`config.mk`:
```
export PLATFORM = sky130hd
export DESIGN_NAME = regfile_sync
export DESIGN_NICKNAME = d
export VERILOG_FILES = /design/src/rtl/regfile_sync.sv
export SDC_FILE = /design/constraint.sdc
export NUM_CORES = 2
export LEC_CHECK = 0
export CORE_AREA = 3 3 428 536
export DETAILED_ROUTE_END_ITERATION = 8
export DIE_AREA = 0 0 431 539
export GPL_TIMING_DRIVEN = 0
export SETUP_SLACK_MARGIN = 0.5
export SYNTH_ARGS = -nofsm -noshare
export SYNTH_HDL_FRONTEND = slang
export SYNTH_SLANG_ARGS = --single-unit
```
`constraint.sdc`:
```
create_clock -name clk -period 3.4 [get_ports clk]
set_clock_uncertainty 0.1 [all_clocks]
set_input_delay 0.34 -clock clk [delete_from_list [all_inputs] [get_ports clk]]
set_output_delay 0.34 -clock clk [all_outputs]
set_load 0.005 [all_outputs]
```
`src/rtl/regfile_sync.sv`:
```
// -----------------------------------------------------------------------------
// regfile_sync
//
// Architectural general-purpose register file: NREGS x DATA_W, one write port
// and two registered read ports. The write port is driven from MEM/WB; the
// read ports feed the ID-stage operands.
//
// Reads have one cycle of latency. When a read and a write target the same
// register at the same edge, the read returns the data being written, so the
// ID stage never sees a stale operand. With ZERO_R0 set, register 0 always
// reads as zero and ignores writes.
//
// Ports:
//   clk     in   1       clock, all state updates on the rising edge
//   rst     in   1       asynchronous reset, active low (0 = in reset)
//   we      in   1       write enable
//   waddr   in   ADDR_W  write register address
//   wdata   in   DATA_W  write data
//   re1     in   1       read enable, port 1 (0 = rdata1 holds)
//   raddr1  in   ADDR_W  read address, port 1
//   rdata1  out  DATA_W  registered read data, port 1
//   re2     in   1       read enable, port 2 (0 = rdata2 holds)
//   raddr2  in   ADDR_W  read address, port 2
//   rdata2  out  DATA_W  registered read data, port 2
//
// NREGS must equal 2**ADDR_W so every address maps onto a real entry.
// -----------------------------------------------------------------------------
module regfile_sync #(
    parameter int DATA_W  = 32,
    parameter int ADDR_W  = 5,
    parameter int NREGS   = 32,
    parameter int ZERO_R0 = 1
) (
    input  logic              clk,
    input  logic              rst,
    input  logic              we,
    input  logic [ADDR_W-1:0] waddr,
    input  logic [DATA_W-1:0] wdata,
    input  logic              re1,
    input  logic [ADDR_W-1:0] raddr1,
    output logic [DATA_W-1:0] rdata1,
    input  logic              re2,
    input  logic [ADDR_W-1:0] raddr2,
    output logic [DATA_W-1:0] rdata2
);

    localparam int NPORTS = 2;

    // Register storage and per-entry write select.
    logic [DATA_W-1:0] mem_q [NREGS];
    logic [NREGS-1:0]  wr_sel;

    // Read ports gathered into arrays so both ports share one generate body.
    logic              re_v    [NPORTS];
    logic [ADDR_W-1:0] raddr_v [NPORTS];
    logic [DATA_W-1:0] rdata_d [NPORTS];
    logic [DATA_W-1:0] rdata_q [NPORTS];

    assign re_v[0]    = re1;
    assign re_v[1]    = re2;
    assign raddr_v[0] = raddr1;
    assign raddr_v[1] = raddr2;
    assign rdata1     = rdata_q[0];
    assign rdata2     = rdata_q[1];

    // -------------------------------------------------------------------------
    // Storage: each entry is its own flop bank, loaded only when it is the
    // write target. Entry 0 has no write path when ZERO_R0 is set, so it stays
    // at its reset value of zero.
    // -------------------------------------------------------------------------
    generate
        for (genvar gi = 0; gi < NREGS; gi++) begin : g_entry
            if ((ZERO_R0 != 0) && (gi == 0)) begin : g_hardwired
                assign wr_sel[gi] = 1'b0;
            end else begin : g_writable
                assign wr_sel[gi] = we && (waddr == ADDR_W'(gi));
            end

            always_ff @(posedge clk or negedge rst) begin
                if (!rst) begin
                    mem_q[gi] <= '0;
                end else if (wr_sel[gi]) begin
                    mem_q[gi] <= wdata;
                end
            end
        end
    endgenerate

    // -------------------------------------------------------------------------
    // Read ports. Priority, lowest to highest: stored value, same-edge write
    // bypass, hardwired zero. The zero override sits last so an attempted
    // write to r0 can never leak through the bypass.
    // -------------------------------------------------------------------------
    generate
        for (genvar gi = 0; gi < NPORTS; gi++) begin : g_rport
            always_comb begin
                rdata_d[gi] = mem_q[raddr_v[gi]];
                if (we && (waddr == raddr_v[gi])) begin
                    rdata_d[gi] = wdata;
                end
                if ((ZERO_R0 != 0) && (raddr_v[gi] == '0)) begin
                    rdata_d[gi] = '0;
                end
            end

            always_ff @(posedge clk or negedge rst) begin
                if (!rst) begin
                    rdata_q[gi] <= '0;
                end else if (re_v[gi]) begin
                    rdata_q[gi] <= rdata_d[gi];
                end
            end
        end
    endgenerate

endmodule

```
==> run_results.csv <==
group,metric,value,unit
synth,netlist_instances,3891,
cells_and_area,layout.nets,4175,
run_status,violations,"hold timing",
global_routing,grt_max_degree,171,
worst_setup_path,critical-path-max-stage-delay,0.77,ns
floorplan,core_area,225000,µm²
cells_and_area,mostFrequentLayoutCells,"mux2_2 (1110), dfrtp_1 (1056), mux4_2 (409), clkbuf_1 (210), clkdlybuf4s50_1 (106)",
pwr,combPwrFrac,22.6,%
worst_setup_path,path_cells,"clkdlybuf4s50_1 -> buf_2 -> or2_2 -> o31a_1 -> clkbuf_1 -> o21ai_0 -> a2bb2oi_2",
clocking,cts_num_sinks,1056,
cells_and_area,final_core_util,28.8,%
pwr,peakVddDrop,0.000442,V
clocking,holdBufCountCts,2,
worst_setup_path,cp.arrival,3.55,ns
floorplan,die-area,232000,µm²
clocking,cts.reportedPaths.clkPinSlew,0.07,ns
floorplan,initial_core_util,24.9,%
pwr,p_leak,0.0269,µW
synth,ys_seq_area_share,47.2,%
worst_setup_path,path_buf_inv,3,
detailed_routing,dr.pass1.iters,7,
sta,post-route-min-period,3.07,ns
placement,dp_slack,-2.27,ns
floorplan,die_w,431,µm
sta,slew_headroom,5.93,%
detailed_routing,detail_route.wl_per_cell,36.1,µm
detailed_routing,drc,0,
pwr,p_sw_share,30.5,%
clocking,htreeDepth,3,
sta,final_hold_viol_count,519,
worst_setup_path,crit_path_top_delay_cell,"clkdlybuf4s50_1",
sta,setup_tns,0,ns
detailed_routing,post_drt_via_cell_ratio,5.55,
pwr,clkPwrFrac,32.3,%
flow_run,drv_cap,0,
detailed_routing,num_vias,39900,
detailed_routing,wl,259000,µm
pwr,power.internal,26300,µW
sta,finalMaxSlewViolations,0,
detailed_routing,drtIter0Drc,4375,
synth,ys_ff_latch,1056,
worst_setup_path,crit_family,"buffers and inverters",
synth,syn-num-nets,3943,
sta,setup_violations,0,
detailed_routing,ant_nets,0,
hold_path,min_path_type,"in -> async",
floorplan,ioPinCount,116,
synth,ys_types,52,
synth,synth_area_per_cell,14.4,µm²
cells_and_area,drive_above_1_share,45.2,%
clocking,cts_tree,"yes",
clocking,cts_root_buffer,"clkbuf_16",
pwr,switchingPower,11600,µW
clocking,clkLatencyLatePin,0.75,ns
global_routing,first_global_vias,40500,
synth,synth_area,56000,µm²
sta,min_period_over_period,90.4,%
worst_setup_path,crit_required,3.88,ns
global_routing,grt_pass1_wl,351000,µm
sta,rsz0062_at_grt,"true",
cells_and_area,area_growth,15.9,%
floorplan,rows,195,
global_routing,antenna_found_initial,37,
run_status,status,"complete, but fails checks",
global_routing,overflow,0,
worst_setup_path,path_class,"in -> reg",
synth,synth_top_flop_cell,"dfrtp_1",
sta,max_freq,325,MHz
clocking,cts_made_buffers,102,
synth,yosysWarnings,0,
pwr,seq_power_share,45.0,%
sta,final_critical_path_setup_slack,0.326,ns
worst_setup_path,crit_path_max_fanout,10,
global_routing,grt.total_usage,21.8,%
sta,worst_slew_pin_slew,1.41,ns
synth,synth-edff-count,0,
cells_and_area,fill_cells,22800,
floorplan,die_y,539,µm
placement,io_buffers,107,
pwr,powerDensity,583,nW/µm²
sta,holdWs,-0.401,ns
pwr,p_total,37800,µW
placement,gp_congestion,1.01,
worst_setup_path,end_kind,"flip-flop",
clocking,cts_max_path_buffers,3,
worst_setup_path,setup.worst_path.start_class,"input pin",
cells_and_area,final_common_cell,"mux2_2",
placement,dpl.hpwl,198000,µm
synth,async_reset_ff_share,100,%
-- final timing paths --
check                            from  slack (ns)  depth (start not counted)    endpoint
setup / recovery            raddr2[2]        0.33                          7   rdata2[5]
min in group clk             waddr[4]        0.15                          4  mem_q[415]
max in group asynchronous         rst        1.18                          6   mem_q[29]
hold reg to reg             mem_q[61]        0.42                          1   mem_q[61]
hold / removal                    rst       -0.40                          2  mem_q[722]
setup reg to reg           mem_q[242]        1.19                          5  rdata2[18]
-- logic make-up (layout without fill, tap and decap cells) --
| group | count (synthesis) | after routing | synth area share, % |
|---|---|---|---|
| xor+xnor | 10 | 10 | 0.156 |
| mux | 1626 | 1626 | 40.7 |
| other cells | 0 | 17 | 0 |
| simple gates | 358 | 358 | 3.29 |
| flops | 1056 | 1056 | 47.2 |
| compound gates | 418 | 418 | 5.47 |
| buf+inv | 423 | 738 | 3.25 |
-- worst register-to-register path, stage by stage, from the launching register on --
cell,delay [ns]
dfrtp_1,0.41
mux4_2,0.47
mux2i_1,0.41
nor2_1,0.11
nor4_2,0.49
o2bb2ai_1,0.10
-- power groups by stage --
| stage | sequential, µW | clock [µW] | combinational, µW |
|---|---|---|---|
| CTS | 16900 | 12300 | 8420 |
| detailed placement | 17200 | 0 | 8350 |
| global route | 17300 | 12800 | 8920 |
| finish | 17000 | 12200 | 8560 |
| global placement | 17100 | 0 | 8110 |
| floorplan | 16300 | 0 | 5620 |
-- area by class of cell --
cell class	instances	area [µm²]	share of cell area, %
Multi-Input combinational cell	2412	27900	42.9
Sequential cell	1056	26400	40.7
Tap cell	2955	3700	5.69
Clock buffer	141	2900	4.47
Buffer	417	1960	3.01
Timing Repair Buffer	128	1470	2.26
Clock inverter	46	561	0.863
Antenna cell	17	42.5	0.0655
Inverter	6	22.5	0.0347
-- repair_timing --
action | 4_1_cts | 5_1_grt
gates resized for setup | 74 | 30
pin swaps | 3 | 1
endpoints found under the hold margin | 106 | 519
setup buffers | 6 | 3
endpoints found under the setup margin | 100 | 50
gates cloned | 0 | 0
-- flip-flops by register name, indices dropped and copies added, names as in the netlist --
signal,flops
rdata1,32
mem_q,992
rdata2,32
-- stage by stage --
stage	cell area (µm²)	cells
final	64900	7178
after global placement	60800	6953
after CTS	64800	7158
after global routing	64900	7164
after floorplan	56000	3891
after detailed placement	61100	6963
-- per-layer routing --
metal	part of all wire, %	wire length (µm)	global-route usage [%]	up-vias
li1	-	-	-	15500
met1	36	93600	25.0	21500
met2	46	119000	34.5	2110
met3	7.5	19400	4.80	746
met4	10	26700	19.0	20
met5	0.044	114	0.0208	-
-- cell usage after synthesis, types with 12 or more instances --
cell type | count | share of area [%]
a211oi_1 | 46 | 0.62
a21oi_1 | 54 | 0.48
a221oi_1 | 19 | 0.30
a22o_1 | 27 | 0.42
a22oi_1 | 62 | 0.83
a2bb2oi_1 | 17 | 0.27
buf_1 | 62 | 0.42
buf_2 | 89 | 0.79
buf_4 | 16 | 0.21
clkbuf_1 | 242 | 1.6
dfrtp_1 | 1056 | 47
mux2_2 | 1110 | 22
mux2i_1 | 97 | 1.7
mux4_2 | 409 | 16
nand2_1 | 74 | 0.50
nand2b_1 | 12 | 0.13
nand4_1 | 19 | 0.21
nor2_1 | 77 | 0.52
nor2b_1 | 101 | 1.1
nor3_1 | 30 | 0.27
nor4_1 | 18 | 0.20
o21ai_0 | 33 | 0.29
o221ai_1 | 28 | 0.44
o22ai_1 | 44 | 0.49
o2bb2ai_1 | 12 | 0.19
o311a_1 | 17 | 0.30
o31ai_1 | 23 | 0.31
No activity file was read; power rests on OpenSTA's default activity.
